### src/rtl/prog_loader_pkg.sv
// Shared definitions for the program loader: FSM encoding, image byte-order constants,
// default memory geometry, and state-decode helpers for the registered FSM outputs.
// No logic of its own; imported by prog_loader and prog_loader_byte_assembler.
package prog_loader_pkg;

    typedef enum logic [3:0] {
        S_IDLE,
        S_LEN_HI,
        S_LEN_LO,
        S_LEN_CHK,
        S_DATA,
        S_WRITE,
        S_CKSUM,
        S_DONE,
        S_ERR
    } state_t;

    localparam int LOADER_IM_WORDS       = 256;
    localparam int LOADER_ADDR_W         = 10;
    localparam int LOADER_BYTES_PER_WORD = 4;   // each word arrives MSB first
    localparam int LOADER_LEN_BYTES      = 2;   // word count arrives high byte first

    // States in which the loader takes a byte off the stream.
    function automatic logic accepts_bytes(state_t s);
        return (s == S_LEN_HI) || (s == S_LEN_LO) || (s == S_DATA) || (s == S_CKSUM);
    endfunction

    function automatic logic is_busy(state_t s);
        return !((s == S_IDLE) || (s == S_DONE) || (s == S_ERR));
    endfunction

endpackage

### src/rtl/prog_loader_byte_assembler.sv
// Purpose : packs 4 stream bytes MSB first into a 32-bit word.
// Latency : word register holds the full word the cycle after the 4th byte.
// Backpr. : none; accepts a byte whenever i_byte_vld is high.
// Ports   : clk, rst (sync, active-high), i_clr (restart word), i_byte_vld/i_byte (accepted byte),
//           o_word (shift register contents), o_word_vld (pulse while the 4th byte is accepted).
module prog_loader_byte_assembler
    import prog_loader_pkg::*;
(
    input  logic        clk,
    input  logic        rst,
    input  logic        i_clr,
    input  logic        i_byte_vld,
    input  logic [7:0]  i_byte,
    output logic [31:0] o_word,
    output logic        o_word_vld
);

    logic [31:0] r_word;
    logic [1:0]  r_cnt;

    assign o_word     = r_word;
    assign o_word_vld = i_byte_vld && (r_cnt == 2'(LOADER_BYTES_PER_WORD - 1));

    always_ff @(posedge clk) begin
        if (rst) begin
            r_word <= 32'd0;
            r_cnt  <= 2'd0;
        end else if (i_clr) begin
            r_cnt  <= 2'd0;
        end else if (i_byte_vld) begin
            r_word <= {r_word[23:0], i_byte};
            r_cnt  <= r_cnt + 2'd1;     // wraps naturally after the 4th byte
        end
    end

endmodule

### src/rtl/prog_loader.sv
// Purpose : streams a length-prefixed program image into instruction memory, holding the CPU in reset.
// Latency : last data byte accepted at N -> im write at N+1 -> done / cpu_rst release at N+2.
// Backpr. : rx_ready low outside byte-accepting states and during the write cycle; rx_valid low stalls.
// Ports   : clk, rst (sync, active-high), start pulse; byte stream rx_data/rx_valid/rx_ready;
//           im write port IM_enable/IM_write/IM_read/IM_address/IM_in; cpu_rst, busy, done, error.
// Option  : define LOADER_CKSUM_EN to require a trailing XOR-of-data-bytes checksum byte.
module prog_loader
    import prog_loader_pkg::*;
#(
    parameter int IM_WORDS = LOADER_IM_WORDS,
    parameter int ADDR_W   = LOADER_ADDR_W
) (
    input  logic              clk,
    input  logic              rst,
    input  logic              start,
    input  logic [7:0]        rx_data,
    input  logic              rx_valid,
    output logic              rx_ready,
    output logic              IM_enable,
    output logic              IM_write,
    output logic              IM_read,
    output logic [ADDR_W-1:0] IM_address,
    output logic [31:0]       IM_in,
    output logic              cpu_rst,
    output logic              busy,
    output logic              done,
    output logic              error
);

    localparam int IDX_W = ADDR_W - 2;

    state_t           r_state;
    state_t           w_state_nxt;
    logic             r_rx_ready;
    logic             r_im_wr;
    logic             r_cpu_rst;
    logic             r_busy;
    logic             r_done;
    logic             r_err;
    logic [15:0]      r_remain;     // words still to write; holds the full count after LEN_LO
    logic [IDX_W-1:0] r_idx;        // word index of the next write
`ifdef LOADER_CKSUM_EN
    logic [7:0]       r_xor;
`endif

    logic        w_xfer;
    logic        w_start_ok;
    logic        w_data_xfer;
    logic [31:0] w_word;
    logic        w_word_vld;

    assign w_xfer      = rx_valid && r_rx_ready;
    assign w_start_ok  = start && ((r_state == S_IDLE) || (r_state == S_DONE) || (r_state == S_ERR));
    assign w_data_xfer = w_xfer && (r_state == S_DATA);

    prog_loader_byte_assembler u_asm (
        .clk        (clk),
        .rst        (rst),
        .i_clr      (w_start_ok),
        .i_byte_vld (w_data_xfer),
        .i_byte     (rx_data),
        .o_word     (w_word),
        .o_word_vld (w_word_vld)
    );

    // End-of-image target: the checksum byte when enabled, otherwise straight to DONE.
    state_t w_tail;
`ifdef LOADER_CKSUM_EN
    assign w_tail = S_CKSUM;
`else
    assign w_tail = S_DONE;
`endif

    always_comb begin
        w_state_nxt = r_state;
        case (r_state)
            S_IDLE, S_DONE, S_ERR: if (w_start_ok) w_state_nxt = S_LEN_HI;
            S_LEN_HI:              if (w_xfer) w_state_nxt = S_LEN_LO;
            S_LEN_LO:              if (w_xfer) w_state_nxt = S_LEN_CHK;
            // One cycle to judge the count, so the range compare never sits behind the byte input.
            S_LEN_CHK: begin
                if (r_remain == 16'd0)             w_state_nxt = w_tail;
                else if (r_remain > 16'(IM_WORDS)) w_state_nxt = S_ERR;
                else                               w_state_nxt = S_DATA;
            end
            S_DATA:                if (w_word_vld) w_state_nxt = S_WRITE;
            S_WRITE:               w_state_nxt = (r_remain == 16'd1) ? w_tail : S_DATA;
`ifdef LOADER_CKSUM_EN
            S_CKSUM:               if (w_xfer) w_state_nxt = (rx_data == r_xor) ? S_DONE : S_ERR;
`endif
            default:               w_state_nxt = S_IDLE;
        endcase
    end

    // Outputs are registered by decoding the next state, so they change on the same edge as the state.
    always_ff @(posedge clk) begin
        if (rst) begin
            r_state    <= S_IDLE;
            r_rx_ready <= 1'b0;
            r_im_wr    <= 1'b0;
            r_cpu_rst  <= 1'b1;
            r_busy     <= 1'b0;
            r_done     <= 1'b0;
            r_err      <= 1'b0;
            r_remain   <= 16'd0;
            r_idx      <= '0;
`ifdef LOADER_CKSUM_EN
            r_xor      <= 8'd0;
`endif
        end else begin
            r_state    <= w_state_nxt;
            r_rx_ready <= accepts_bytes(w_state_nxt);
            r_im_wr    <= (w_state_nxt == S_WRITE);
            r_cpu_rst  <= (w_state_nxt != S_DONE);
            r_busy     <= is_busy(w_state_nxt);
            r_done     <= (w_state_nxt == S_DONE);
            r_err      <= (w_state_nxt == S_ERR);

            case (r_state)
                S_IDLE, S_DONE, S_ERR: if (w_start_ok) begin
                    r_idx <= '0;
`ifdef LOADER_CKSUM_EN
                    r_xor <= 8'd0;
`endif
                end
                S_LEN_HI: if (w_xfer) r_remain[15:8] <= rx_data;
                S_LEN_LO: if (w_xfer) r_remain[7:0]  <= rx_data;
`ifdef LOADER_CKSUM_EN
                S_DATA:   if (w_xfer) r_xor <= r_xor ^ rx_data;
`endif
                S_WRITE: begin
                    r_remain <= r_remain - 16'd1;
                    // Hold the index on the last word so the address never wraps past the top.
                    if (r_remain != 16'd1) r_idx <= r_idx + 1'b1;
                end
                default: ;
            endcase
        end
    end

    assign rx_ready   = r_rx_ready;
    assign IM_enable  = r_im_wr;
    assign IM_write   = r_im_wr;
    assign IM_read    = 1'b0;
    assign IM_address = {r_idx, 2'b00};
    assign IM_in      = w_word;
    assign cpu_rst    = r_cpu_rst;
    assign busy       = r_busy;
    assign done       = r_done;
    assign error      = r_err;

endmodule

### config.mk
export PLATFORM = sky130hd
export DESIGN_NAME = prog_loader
export DESIGN_NICKNAME = d
export VERILOG_FILES = /design/src/rtl/prog_loader_pkg.sv /design/src/rtl/prog_loader_byte_assembler.sv /design/src/rtl/prog_loader.sv
export SDC_FILE = /design/constraint.sdc
export NUM_CORES = 1
export LEC_CHECK = 0
export ABC_CLOCK_PERIOD_IN_PS = 2200
export CORE_ASPECT_RATIO = 0.6
export CORE_MARGIN = 2
export CORE_UTILIZATION = 35
export DETAILED_ROUTE_END_ITERATION = 7
export PLACE_DENSITY_LB_ADDON = 0.25
export SETUP_SLACK_MARGIN = 0.1
export SKIP_CTS_REPAIR_TIMING = 1
export SYNTH_ARGS = -nofsm -noshare
export SYNTH_HDL_FRONTEND = slang
export SYNTH_HIERARCHICAL = 1
export SYNTH_SLANG_ARGS = --single-unit
### constraint.sdc
create_clock -name clk -period 2.2 [get_ports clk]
set_input_delay 0.33 -clock clk [delete_from_list [all_inputs] [get_ports clk]]
set_output_delay 0.33 -clock clk [all_outputs]
set_load 0.02 [all_outputs]
# Word level (Yosys, flattened, before mapping)
# Index checks and enable logic that the tools add are counted.
word_totals:
  regBits: 68
  inputBits: 12
  output_inout_bits: 50
  wordCells: 77
classes:
  addsub: 3
  n_lt_le_gt_ge: 1
  n_eq_ne: 22
  n_mux: 14
  bitwise: 1
  n_reduce_logical: 24
ops:
  columns: ["operator", "n"]
  rows:
  - ["one-hot mux 8 bit (2 select lines)", 3]
  - ["equality test 4 x 3 -> 1 bit, second input constant", 7]
  - ["two-way mux 4 bit", 6]
  - ["two-way mux 8 bit", 3]
  - ["one-hot mux 4 bit (6 select lines)", 1]
  - ["equality test 16 x 1 -> 1 bit, second input constant", 1]
  - ["> comparator 16 x 9 -> 1 bit, second input constant", 1]
  - ["logical NOT 16 bit", 1]
  - ["inequality test 16 x 1 -> 1 bit, second input constant", 1]
  - ["subtractor 16 x 1 -> 16 bit, second input constant", 1]
  - ["equality test 4 x 2 -> 1 bit, second input constant", 3]
  - ["adder 8 x 1 -> 8 bit, second input constant", 1]
  - ["equality test 4 x 1 -> 1 bit, second input constant", 2]
  - ["equality test 4 bit, second input constant", 2]
  - ["logical NOT 4 bit", 2]
  - ["logical OR 1 bit", 7]
  - ["inequality test 2 bit, second input constant", 3]
  - ["AND reduction 2 bit", 3]
  - ["nonzero test 2 bit", 3]
  - ["logical AND 1 bit", 4]
  - ["inequality test 4 x 3 -> 1 bit, second input constant", 1]
  - ["AND reduction 3 bit", 1]
  - ["OR reduction 3 bit", 1]
  - ["adder 2 x 1 -> 2 bit, second input constant", 1]
  - ["6 further kinds", 6]

# Depth between registers and ports, before layout
# Gate-level depths: netlist of run 1.
logic_depth:
  word_depth: 10
  depth_mapped: 10

# Hierarchy
# Netlist of run 1, hierarchy kept.
by_module_without_submodules:
  columns: ["mod", "instances", "cells_each", "area_each_um2", "seq_area_each_um2"]
  rows:
  - ["prog_loader", 1, 247, 2035.7, 680.7]
  - ["prog_loader_byte_assembler", 1, 124, 1376.3, 680.7]

# Worst setup path before layout of run 1
# Ideal clock, no wire load.
synth_path:
  path_kind: "register -> register"
  from: "register r_state[1]"
  to: "register r_im_wr (netlist: IM_enable)"
  t_arrival_ps: 2290
  path_slack_ps: -186
  stages_incl_launch_ff: 11
  path_buffers: 3
  synth_period_minus_slack_ps: 2386
  cell_sequence: "dfxtp_1 -> clkbuf_1 -> buf_1 -> nor4_1 -> buf_2 -> and2_1 -> and3b_1 -> o32ai_1 -> o21a_1 -> a21oi_2 -> nor4b_1"
synth_via:
  elab_cells_between_ends: 20
synth_rtl:
  columns: ["element", "line_no", "source"]
  rows:
  - ["start, declared", "prog_loader.sv:32", "state_t r_state;"]
  - ["start signal, assigned", "prog_loader.sv:111", "r_state <= w_state_nxt;"]
  - ["equality test 4 x 3 -> 1 bit", "prog_loader.sv:54", "assign w_data_xfer = w_xfer && (r_state == S_DATA);"]
  - ["logical AND 1 bit", "prog_loader.sv:54", null]
  - ["via w_data_xfer", "prog_loader.sv:48", "logic w_data_xfer;"]
  - ["logical AND 1 bit", "prog_loader_byte_assembler.sv:22", "assign o_word_vld = i_byte_vld && (r_cnt == 2'(LOADER_BYTES_PER_WORD - 1));"]
  - ["via w_word_vld", "prog_loader.sv:50", "logic w_word_vld;"]
  - ["two-way mux 4 bit", "prog_loader.sv:86", "S_DATA: if (w_word_vld) w_state_nxt = S_WRITE;"]
  - ["one-hot mux 4 bit (6 select lines)", "prog_loader.sv:76", "case (r_state)"]
  - ["equality test 4 x 3 -> 1 bit", "prog_loader.sv:113", "r_im_wr <= (w_state_nxt == S_WRITE);"]
  - ["end signal, assigned", "prog_loader.sv:113", null]
  - ["end, declared", "prog_loader.sv:35", "logic r_im_wr;"]
# The timed path passes the listed nets, and every way through them passes these cells.
# A chain may end at the register's enable or synchronous reset.

# Worst setup path in the final report of run 1
layout_path:
  from: "register r_remain[0]"
  to: "register r_busy (netlist: busy)"
layout_via:
  elab_chain_len: 8
  elab_cells_between_ends: 13
layout_lines:
  columns: ["element", "line_no", "source"]
  rows:
  - ["start, declared", "prog_loader.sv:40", "logic [15:0] r_remain;"]
  - ["start signal, assigned", "prog_loader.sv:127", "S_LEN_LO: if (w_xfer) r_remain[7:0] <= rx_data;"]
  - ["start signal, assigned", "prog_loader.sv:132", "r_remain <= r_remain - 16'd1;"]
  - ["> comparator 16 x 9 -> 1 bit", "prog_loader.sv:83", "else if (r_remain > 16'(IM_WORDS)) w_state_nxt = S_ERR;"]
  - ["two-way mux 4 bit", "prog_loader.sv:83", null]
  - ["two-way mux 4 bit", "prog_loader.sv:82", "if (r_remain == 16'd0) w_state_nxt = w_tail;"]
  - ["one-hot mux 4 bit (6 select lines) *", "prog_loader.sv:76", null]
  - ["equality test 4 x 3 -> 1 bit or logical NOT 4 bit (tied branches)", "prog_loader_pkg.sv:29", "return !((s == S_IDLE) || (s == S_DONE) || (s == S_ERR));"]
  - ["logical OR 1 bit", "prog_loader_pkg.sv:29", null]
  - ["logical OR 1 bit *", "prog_loader_pkg.sv:29", null]
  - ["logical NOT 1 bit *", "prog_loader_pkg.sv:29", null]
  - ["end signal, assigned", "prog_loader.sv:115", "r_busy <= is_busy(w_state_nxt);"]
  - ["end, declared", "prog_loader.sv:37", "logic r_busy;"]
# Every way passes the cells marked *; elsewhere a longest branch is shown, timed or not.

==> results of run 1 <==
## cell families (layout without fill, tap and decap cells)
| group | Yosys count | count (layout) |
|---|---|---|
| xor gates and xnor gates | 4 | 4 |
| and+or+nand+nor | 152 | 152 |
| muxes | 29 | 29 |
| other | 1 | 3 |
| adders and majority gates | 5 | 5 |
| AOI/OAI and AO/OA | 78 | 78 |
| DFF | 68 | 68 |
| buffers and inverters | 34 | 116 |
## worst reg2reg max path: cells and delay by family (launching register included)
kind | cells | cell delay, ns
buffers and inverters | 1 | 0.06
adder cells (fa/ha/maj) | 1 | 0.17
AND/OR/NAND/NOR | 2 | 0.78
AO/OA/AOI/OAI | 3 | 0.63
flip-flops | 1 | 0.32
## metal layers
metal  global-route usage, %  vias to the layer above  routed length (um)
li1                        -                     1514                   -
met5                       0                        -                   0
met1                    24.5                     1452                4640
met3                    4.48                        8                 407
met2                    26.3                       69                4010
met4                    7.17                        0                 109
## through the flow
step	setup TNS, ns	worst slack (ns)	total power (W)	hold WS [ns]	instance area, sq um
4_1_cts	-0.797	-0.0760	0.00382	0.397	4600
5_1_grt	0	0.0560	0.00411	0.420	4730
2_1_floorplan	0	0.148	0.00193	0.410	3440
3_5_place_dp	-0.865	-0.163	0.00224	0.462	4270
3_3_place_gp	-0.404	-0.0873	0.00223	0.458	4270
6_report	0	0.166	0.00393	0.407	4730
## cells in the final DEF, fill, tap and decap left out, drive strengths merged, types with 3 or more instances in the layout
cell           count
o21ai             15
nand4bb            8
nor3               9
a31oi              8
conb               3
mux2i             27
nand2             19
o211ai             5
nand3             13
dfxtp             68
a21oi             19
and3               3
or2                3
and2               5
nand2b            36
ha                 5
nor2              23
nand3b             3
xnor2              3
o2111ai            3
buf               38
or4                5
a2111o             3
nor4               4
clkdlybuf4s50     57
clkbuf            10
or3                7
inv                6
a211oi             6
## path summary, 6_finish.rpt
path	start	end	slack, ns	cells past startpoint
setup / recovery	r_remain[0]$_SDFFE_PP0P_	busy$_SDFF_PP0_	0.17	7
hold / removal	rst	r_remain[9]$_SDFFE_PP0P_	0.41	4
setup reg to reg	r_remain[0]$_SDFFE_PP0P_	busy$_SDFF_PP0_	0.17	7
hold reg to reg	u_asm/o_word[28]$_SDFFE_PP0P_	u_asm/o_word[28]$_SDFFE_PP0P_	0.47	2
## power by group
part / switching [W] / leakage (nW) / internal, W
combinational: 0.000482 / 1.01 / 0.000481
clock: 0.000553 / 0.159 / 0.00102
sequential: 0.0000927 / 0.550 / 0.00130
total: 0.00113 / 1.72 / 0.00280
## registers in the layout, indices dropped and copies added (netlist names)
name,flops
r_remain,16
busy,1
error,1
rx_ready,1
cpu_rst,1
r_idx,8
IM_enable,1
u_asm/o_word,32
r_state,4
u_asm/r_cnt,2
done,1
## cell type report
class	count	area, sq um
Fill cell	876	4600
Multi-Input combinational cell	271	1990
Sequential cell	68	1370
Timing Repair Buffer	95	866
Clock buffer	10	239
Tap cell	130	163
Clock inverter	6	86.3
Inverter	5	18.8
==> impl_metrics.tcl, run 1 <==
set metrics [dict create \
    outcome "finished, final reports clean" \
    dieArea_sq_mm 0.0106 \
    holdCritPathClass "in -> reg" \
    grt_pass1_wl_mm 14.7 \
    synth_edf_count 0 \
    worstPathArrival_ns 2.28 \
    synth_xor_area_share_pct 1.03 \
    track_usage_pct 17.7 \
    utilization_pct 50.7 \
    num_vias 3043 \
    final-max-slew-violation-count 0 \
    yosysSeqAreaShare_pct 39.9 \
    dp_cells 565 \
    setup_viol 0 \
    ios 62 \
    async_flop_share_pct 0 \
    gp_congestion 0.857 \
    drive_above_1_share_pct 20.7 \
    cp_slowest_stage_delay_ns 0.48 \
    die_h_um 80.5 \
    rsz0062_at_grt "yes" \
    grt_max_degree 63 \
    cts_sinks 68 \
    grt_pass1_vias 2870 \
    grt_antenna_before_repair 0 \
    syn_area_sq_mm 0.00341 \
    nets 467 \
    power_density_mw_per_mm2 830 \
    p_leak_nw 1.72 \
    synth-simple-area-share_pct 27.6 \
    postRouteAntennaNets 0 \
    syn-instance-count 371 \
    synth-adder-area-share_pct 1.83 \
    ctsHtreeMaxLevel 3 \
    critical_path_class "reg -> reg" \
    start_util_pct 36.6 \
    crit_path_top_delay_cell "or4b_4" \
    crit_fanout 3 \
    slew-limit-headroom_pct 61.6 \
    clk-insertion-delay-late_ns 0.33 \
    synth_most_common_cell "dfxtp_1" \
    viasPerCell 5.20 \
    synth_top_family_by_area "simple AND/OR/NAND/NOR gates" \
    clockBufferDepth 2 \
    peakVddDrop_uv 380 \
    cp_top_family "simple AND/OR/NAND/NOR gates" \
    rows 27 \
    synthTopCellsByCount "dfxtp_1, nand2b_1, mux2i_1" \
    synth-seq-cells 68 \
    period_needed_ns 2.03 \
    die_x_um 131 \
    ys.flop_type "dfxtp_1" \
    coreArea_sq_mm 0.00932 \
    skew_ns 0.00619 \
    port_buffers 58 \
    first_pass_iters 4 \
    hold_violations 0 \
    avgSynthCellArea_sq_um 9.20 \
    first_iter_violations 180 \
    finalWirelength_mm 9.17 \
    critPathLaunchType "flip-flop" \
    maxCapViolCount 0 \
    root_buffer "clkbuf_16" \
    tightest_slew_ns 0.576 \
    critical_path_buf_inv_count 1 \
    cts_tree "yes" \
    yosysWarnings 6 \
    drc 0 \
    timing.final.crit_share_pct 92.5 \
    synthToLayoutAreaGrowth_pct 38.5 \
    hpwl_mm 6.47 \
    worstPathCellList "inv_2, ha_2, or4b_4, o21ai_4, a41oi_2, or2_4, a2111oi_4" \
    cts.clk_slew.worst_paths_ns 0.06 \
    overflow 0 \
    endpoint_kind "flip-flop" \
    synthMuxAreaShare_pct 8.58 \
    finalNonFillerCells 585 \
    worstPathRequired_ns 2.44 \
    synth_cell_types 64 \
    synth_top_cell_area_share_pct 39.9 \
    yosysTopAreaCell "dfxtp_1" \
    synth_compound_area_share_pct 15.7 \
    max_freq_mhz 492 \
    ys_top_cells_by_area "dfxtp_1, mux2i_1, nand2b_1" \
    antenna-diode-count 0 \
    numCtsBuffers 9 \
    wire_per_inst_um 15.7 \
]
Note: power is estimated with default switching activity, not from simulation.
==> inputs of run 2 (changes only) <==
- CORE_MARGIN: 2 -> not set
- GPL_ROUTABILITY_DRIVEN: not set -> 0
==> run 2 against run 1 <==
- clock skew down 0.0010 ns
- flip-flop and latch count unchanged
- sequential power about the same
- design area up 0.24%
- core utilization up 0.12 points
- die area down 4.0%
- sequential share of layout area up 0.090 points
- total power down 3.4%
- critical path depth down 2
- worst setup slack worse by 0.016 ns
- wire length down 1.7%
- largest cell class unchanged
==> impl_metrics.tcl, run 2 (synthesis results as in run 1) <==
set metrics [dict create \
    outcome "finished, final reports clean" \
    routed.top_layer "met4" \
    critPathLaunchType "flip-flop" \
    utilization_pct 50.8 \
    worstPathRequired_ns 2.42 \
    final_common_cell "dfxtp_1" \
    ctsHtreeMaxLevel 3 \
    timing.final.crit_share_pct 93.2 \
    holdCritPathClass "in -> reg" \
    die_h_um 78.5 \
    cts_tree "yes" \
    num_vias 3090 \
    cts.clk_slew.worst_paths_ns 0.05 \
    wl_met2_mm 3.88 \
    overflow 0 \
    p_leak_nw 1.72 \
    nets 469 \
    ff2ff_setup_slack_ns 0.15 \
    grt_antenna_before_repair 0 \
    power_density_mw_per_mm2 800 \
    numCtsBuffers 9 \
    port_buffers 58 \
    skew_ns 0.00516 \
    root_buffer "clkbuf_16" \
    ios 62 \
    routedLengthMet1_mm 4.58 \
    maxCapViolCount 0 \
    dp_cells 564 \
    crit_fanout 4 \
    viasPerCell 5.27 \
    synthToLayoutAreaGrowth_pct 38.9 \
    tightest_slew_ns 0.596 \
    rows 27 \
    coreArea_sq_mm 0.00932 \
    max_freq_mhz 488 \
    drc 0 \
    slew-limit-headroom_pct 60.3 \
    finalWirelength_mm 9.01 \
    critical_path_class "reg -> reg" \
    die_x_um 129 \
    total_power_w 0.00379 \
    tns_ns 0 \
    peakVddDrop_uv 407 \
    worstPathArrival_ns 2.27 \
    hold_path_depth 3 \
    final-max-slew-violation-count 0 \
    clk-insertion-delay-late_ns 0.33 \
    dp_slack_ns -0.177 \
    start_util_pct 36.6 \
    first_iter_violations 175 \
    first_pass_iters 5 \
    setup_viol 0 \
    setup_ws_ns 0.150 \
    track_usage_pct 18.5 \
    postRouteAntennaNets 0 \
    cts_sinks 68 \
    hold_violations 0 \
    finalNonFillerCells 586 \
    wire_per_inst_um 15.4 \
    dr_wl_met3_um 445 \
    reg2reg_depth 5 \
    endpoint_kind "flip-flop" \
    layout_common_cells "dfxtp_1, clkdlybuf4s50_1, buf_4" \
    drive_above_1_share_pct 20.8 \
    rsz0062_at_grt "yes" \
    grt_pass1_vias 2849 \
    grt_pass1_wl_mm 14.5 \
    dieArea_sq_mm 0.0102 \
    largest_register_ffs 32 \
    clockBufferDepth 2 \
    antenna-diode-count 0 \
    hpwl_mm 6.33 \
    grt_max_degree 63 \
    period_needed_ns 2.05 \
]
==> run 2: final timing paths <==
kind	from	end
min	rst	r_state[1]$_SDFF_PP0_
min reg2reg	u_asm/o_word[28]$_SDFFE_PP0P_	u_asm/o_word[28]$_SDFFE_PP0P_
max reg2reg	r_remain[14]$_SDFFE_PP0P_	rx_ready$_SDFF_PP0_
max	r_remain[14]$_SDFFE_PP0P_	rx_ready$_SDFF_PP0_
==> run 2: where the power goes <==
part           switching [W]  internal, W
combinational       0.000510     0.000488
sequential         0.0000857      0.00130
clock               0.000511     0.000901
total                0.00111      0.00269
==> run 2: through the flow <==
stage,hold slack (ns),area (sq um)
CTS,0.429,4550
floorplan,0.410,3440
detailed placement,0.462,4270
global placement,0.458,4270
finish,0.432,4740
global route,0.460,4740
==> run 2: layout make-up <==
class                      instances  area [sq um]
multi-input combinational        271          2010
clock buffer                      13           250
inverter                           5          18.8
sequential                        68          1370
tap                              130           163
clock inverter                     2          35.0
timing repair buffer              97           885
fill                             865          4590
==> run 2: per-layer routing <==
metal  vias to the layer above  global-route usage, %
li1                       1516                      -
met1                      1476                   26.5
met2                        88                   26.7
met3                        10                   4.77
met4                         0                   6.16
met5                         -                      0
==> run 2: critical path, cell delays in order (launching register included) <==
cell     delay, ns
dfxtp_2       0.32
or4_4         0.58
nor4_4        0.42
nand2_2       0.16
and3b_1       0.19
mux2_4        0.26
==> inputs of run 3 (changes only) <==
- CTS_CLUSTER_DIAMETER: not set -> 60
==> results of run 3 <==
Final layout, timing and power as in run 2 (identical DEF).
